`src/rtl/tl_monitor.sv`:
```
// Passive checker on the traffic-light controller's La/Lb interface. It decodes
// the lamp codes, tracks the phase and flags illegal codes or transitions.
module tl_monitor #(
    parameter int CNT_W     = 8,
    parameter int MAX_GREEN = 16
) (
    input  logic             clk,
    input  logic             reset,
    input  logic [1:0]       La,
    input  logic [1:0]       Lb,
    input  logic             Ta,
    input  logic             Tb,
    output logic [2:0]       lamp_a,
    output logic [2:0]       lamp_b,
    output logic [1:0]       phase,
    output logic             locked,
    output logic             err,
    output logic [1:0]       err_code,
    output logic [CNT_W-1:0] err_cnt,
    output logic [CNT_W-1:0] rounds,
    output logic             starve
);

    typedef enum logic {UNLOCKED, LOCKED} state_t;

    localparam logic [1:0] P0 = 2'd0, P1 = 2'd1, P2 = 2'd2, P3 = 2'd3;
    localparam logic [1:0] E_NONE = 2'b00, E_ENC = 2'b01, E_TRANS = 2'b10, E_SENS = 2'b11;
    localparam logic [7:0] MAX_G = 8'(MAX_GREEN);

    state_t           state_q, state_d;
    logic [1:0]       prev_pat_q, prev_pat_d;
    logic             prev_ta_q, prev_ta_d, prev_tb_q, prev_tb_d;
    logic [7:0]       dwell_q, dwell_d;
    logic [2:0]       lamp_a_q, lamp_a_d, lamp_b_q, lamp_b_d;
    logic [1:0]       phase_q, phase_d;
    logic             err_q, err_d, starve_q, starve_d;
    logic [1:0]       err_code_q, err_code_d;
    logic [CNT_W-1:0] err_cnt_q, err_cnt_d, rounds_q, rounds_d;

    logic       legal, in_pair, is_err, green, is_locked;
    logic [1:0] pat, exp_pat, ecode;

    function automatic logic [2:0] decode(input logic [1:0] c);
        case (c)
            2'b00:   decode = 3'b001;
            2'b01:   decode = 3'b010;
            2'b11:   decode = 3'b100;
            default: decode = 3'b000;
        endcase
    endfunction

    always_comb begin
        legal = 1'b1;
        pat   = P0;
        case ({La, Lb})
            4'b0011: pat = P0;
            4'b0111: pat = P1;
            4'b1100: pat = P2;
            4'b1101: pat = P3;
            default: legal = 1'b0;
        endcase

        case (prev_pat_q)
            P0:      exp_pat = prev_ta_q ? P0 : P1;
            P1:      exp_pat = P2;
            P2:      exp_pat = prev_tb_q ? P2 : P3;
            default: exp_pat = P0;
        endcase

        // P0/P1 share bit1=0 and P2/P3 bit1=1, so the sensor-dependent pair is a bit test
        in_pair   = (prev_pat_q == P0 && !pat[1]) || (prev_pat_q == P2 && pat[1]);
        is_locked = (state_q == LOCKED);

        ecode = E_NONE;
        if (!legal)
            ecode = E_ENC;
        else if (is_locked && pat != exp_pat)
            ecode = in_pair ? E_SENS : E_TRANS;
        is_err = (ecode != E_NONE);

        state_d = state_q;
        if (is_locked)
            state_d = is_err ? UNLOCKED : LOCKED;
        else if (legal && pat == P0)
            state_d = LOCKED;

        green = legal && !pat[0];
        if (is_locked && green && pat == prev_pat_q)
            dwell_d = (dwell_q >= MAX_G) ? MAX_G : dwell_q + 8'd1;
        else if (green)
            dwell_d = 8'd1;
        else
            dwell_d = 8'd0;

        starve_d = is_locked && !is_err && dwell_d >= MAX_G &&
                   ((pat == P0 && Tb) || (pat == P2 && Ta));

        rounds_d = rounds_q;
        if (is_locked && !is_err && pat == P0 && prev_pat_q == P3)
            rounds_d = rounds_q + 1'b1;

        err_d      = err_q | is_err;
        err_code_d = (is_err && err_code_q == E_NONE) ? ecode : err_code_q;
        err_cnt_d  = (is_err && err_cnt_q != '1) ? err_cnt_q + 1'b1 : err_cnt_q;

        phase_d    = legal ? pat : phase_q;
        prev_pat_d = legal ? pat : prev_pat_q;
        prev_ta_d  = Ta;
        prev_tb_d  = Tb;
        lamp_a_d   = decode(La);
        lamp_b_d   = decode(Lb);
    end

    always_ff @(posedge clk) begin
        if (reset) begin
            state_q    <= UNLOCKED;
            prev_pat_q <= P0;
            prev_ta_q  <= 1'b0;
            prev_tb_q  <= 1'b0;
            dwell_q    <= '0;
            lamp_a_q   <= '0;
            lamp_b_q   <= '0;
            phase_q    <= '0;
            err_q      <= 1'b0;
            err_code_q <= E_NONE;
            err_cnt_q  <= '0;
            rounds_q   <= '0;
            starve_q   <= 1'b0;
        end else begin
            state_q    <= state_d;
            prev_pat_q <= prev_pat_d;
            prev_ta_q  <= prev_ta_d;
            prev_tb_q  <= prev_tb_d;
            dwell_q    <= dwell_d;
            lamp_a_q   <= lamp_a_d;
            lamp_b_q   <= lamp_b_d;
            phase_q    <= phase_d;
            err_q      <= err_d;
            err_code_q <= err_code_d;
            err_cnt_q  <= err_cnt_d;
            rounds_q   <= rounds_d;
            starve_q   <= starve_d;
        end
    end

    assign lamp_a   = lamp_a_q;
    assign lamp_b   = lamp_b_q;
    assign phase    = phase_q;
    assign locked   = (state_q == LOCKED);
    assign err      = err_q;
    assign err_code = err_code_q;
    assign err_cnt  = err_cnt_q;
    assign rounds   = rounds_q;
    assign starve   = starve_q;

endmodule
```
`config.mk`:
```
export PLATFORM = sky130hd
export DESIGN_NAME = tl_monitor
export DESIGN_NICKNAME = d
export VERILOG_FILES = /design/src/rtl/tl_monitor.sv
export SDC_FILE = /design/constraint.sdc
export NUM_CORES = 1
export LEC_CHECK = 0
export ABC_AREA = 1
export CAP_MARGIN = 20
export CORE_MARGIN = 2
export CORE_UTILIZATION = 35
export CTS_CLUSTER_SIZE = 16
export DETAILED_ROUTE_END_ITERATION = 12
export HOLD_SLACK_MARGIN = 0.15
export SYNTH_ARGS = -nofsm -noshare
export SYNTH_HDL_FRONTEND = slang
export SYNTH_SLANG_ARGS = --single-unit
```
`constraint.sdc`:
```
create_clock -name clk -period 2.2 [get_ports clk]
set_input_delay 0.33 -clock clk [delete_from_list [all_inputs] [get_ports clk]]
set_output_delay 0.33 -clock clk [all_outputs]
set_load 0.005 [all_outputs]
```
==> flow_summary.toml <==
[run_status]
status = "completed"

[final_layout]
syn2layout_area_growth_pct = 29.8
layout_common_cells = "nand2_1 (53), dfxtp_1 (39), clkdlybuf4s50_1 (36), inv_1 (29), nor2_1 (25)"
stdcell_count = 355
final_common_cell = "nand2_1"
final_nets = 302
antenna_cells = 0
drive_above_1_share_pct = 9.12
nFillCells = 536

[worst_setup_path]
crit_path_max_fanout = 9
start_kind = "primary input"
end_kind = "flip-flop"
rrSetupSlack_ns = 0.40
crit_type = "primary input to flip-flop"
critical_path_arrival_ns = 2.08
cp.required_ns = 2.37

[cts]
hold_buffers = 0
cts-resized-gates = 0
htreeDepth = 2
clock_sinks = 39
cts_root_buffer = "clkbuf_8"
insertion_delay_ns = 0.28
numCtsBuffers = 5
clk_path_buf_depth = 2
cts.clk_slew.worst_paths_ns = 0.07
postCtsSetupRepairBufs = 0
cts_tree = "yes"

[die]
die_width_um = 76.3
start_util_pct = 36.1
core_sq_mm = 0.00507
die-area_sq_mm = 0.00583
die_y_um = 76.3
ios = 37
row_count = 26

[pwr]
share_comb_of_total_power_pct = 11.8
pwr-share-clk_pct = 32.4
p_leak_nw = 0.973
power.internal_w = 0.00101
peakVddDrop_mv = 0.338
p_per_area_mw_per_mm2 = 561
p_sw_w = 0.000323
power_frac_seq_pct = 55.8
netSwitchingFraction_pct = 24.2
p_total_w = 0.00133

[yosys]
synth_top_cell_by_area = "dfxtp_1"
ys_seq_area_share_pct = 42.6
synth.distinct_cells = 26
syn_avg_cell_area_sq_um = 7.63
netlist_area_sq_mm = 0.00183
synth_top_area_share_pct = 42.6
netlist_instances = 240
synth_warnings = 0
ys_top_cells_by_area = "dfxtp_1 (43%), nand2_1 (11%), inv_1 (5.9%), ha_1 (5.5%), nor2_1 (5.1%)"
ys_ff_latch = 39

[timing]
skew_ns = 0.00564
finalHoldViolations = 0
finalCritPeriodShare_pct = 86.6
setup_viol_count_final = 0
tns_ns = 0
min_period_ns = 1.91
max_clock_freq_ghz = 0.525
drv_slew = 0
rsz0062_at_grt = "false"

[global_route]
antenna_found_initial = 0
gr-total-overflow = 0
grtUsageTotal_pct = 13.8
grt_pass1_vias = 1453
grt_pass1_wl_um = 6510
grt_max_degree = 14

[detailed_routing]
routed_via_density = 4.37
route.detailed.drc = 0
wl_met2_um = 1660
ant_nets = 0
wl_per_cell_um = 10.5
top_layer = "met4"
via_count = 1551
drtPass1Iterations = 4
wl_met3_um = 161
wl_met1_um = 1850
drt_iter0_drc = 66
drt_wl_total_um = 3710

[place]
place_congestion = 0.764
dp_hpwl_um = 2780
place_inst = 349
port_buffers = 36

[flow_run]
cap_violations = 0

[hold_path]
worst_hold_path_type = "flip-flop to flip-flop"
worst paths after layout:
| check | startpoint | to | cells past startpoint |
|---|---|---|---|
| hold / removal | err_code[1]$_SDFFE_PP0P_ | err_code[1]$_SDFFE_PP0P_ | 2 |
| hold reg to reg | err_code[1]$_SDFFE_PP0P_ | err_code[1]$_SDFFE_PP0P_ | 2 |
| setup reg to reg | phase[1]$_SDFFE_PP0P_ | rounds[1]$_SDFFE_PP0P_ | 10 |
| setup / recovery | La[0] | err_cnt[1]$_SDFFE_PP0P_ | 12 |
power groups by stage:
stage	clock network, W	registers, W	logic (W)
after CTS	0.000463	0.000744	0.000159
after detailed placement	0	0.000760	0.000158
after global placement	0	0.000760	0.000157
after floorplan	0	0.000759	0.0000873
after global routing	0.000483	0.000747	0.000180
final	0.000432	0.000744	0.000158
flip-flops by register name (all words and copies together), names as in the netlist:
| signal | flops |
|---|---|
| starve | 1 |
| prev_ta_q | 1 |
| locked | 1 |
| err_code | 2 |
| lamp_b | 3 |
| phase | 2 |
| dwell_q | 8 |
| prev_tb_q | 1 |
| err_cnt | 8 |
| rounds | 8 |
| lamp_a | 3 |
| err | 1 |
layer usage:
metal	global-route usage [%]	vias up
met5	0	-
met4	6.00	0
met3	4.03	2
met2	21.8	23
met1	17.5	679
li1	-	847
through the flow:
step                      instance area [sq um]  util (%)  setup slack [ns]  hold slack, ns
after floorplan                            1840         -             0.604           0.407
after global placement                     2310      45.4            0.0650           0.471
after detailed placement                   2310      45.4           0.00819           0.466
after CTS                                  2380      46.9             0.311           0.476
after global routing                       2380      46.9            0.0864           0.501
final                                      2380      46.9             0.294           0.471
cells in the mapped netlist, drive strengths merged:
library cell  count
nand2            60
dfxtp            39
inv              30
nor2             29
a21oi            18
nand3            17
nand4             9
ha                8
xnor2             7
xor2              6
o21ai             5
clkbuf            3
nor3              3
a211oi            1
clkinv            1
conb              1
nor3b             1
nor4              1
o32ai             1
layout make-up:
| type | count | area (sq um) | area share (%) |
|---|---|---|---|
| multi-input combinational | 169 | 930 | 39.1 |
| sequential | 39 | 781 | 32.8 |
| timing repair buffer | 40 | 390 | 16.4 |
| inverter | 31 | 118 | 4.94 |
| tap | 70 | 87.6 | 3.68 |
| clock buffer | 6 | 72.6 | 3.05 |
worst max-delay path, cell delays in order:
cell	delay, ns
clkdlybuf4s50_1	0.54
nand2_2	0.10
nor2_2	0.21
inv_2	0.13
nand2_2	0.08
nand2_2	0.06
nand3_2	0.11
nand2_2	0.07
nand2_4	0.13
nand2_4	0.10
o21ai_0	0.18
nor2_1	0.05
cell families (layout without fill, tap and decap cells):
group / after synthesis / after routing / share of synthesized area, %
XOR/XNOR: 13 / 13 / 6.22
buffers and inverters: 34 / 77 / 7.03
adder cells (fa/ha/maj): 8 / 8 / 5.46
AO/OA/AOI/OAI: 25 / 25 / 7.17
other: 1 / 3 / 0.205
AND/OR/NAND/NOR: 120 / 120 / 31.3
flip-flops: 39 / 39 / 42.6
Note: power is estimated with default switching activity, not from simulation.
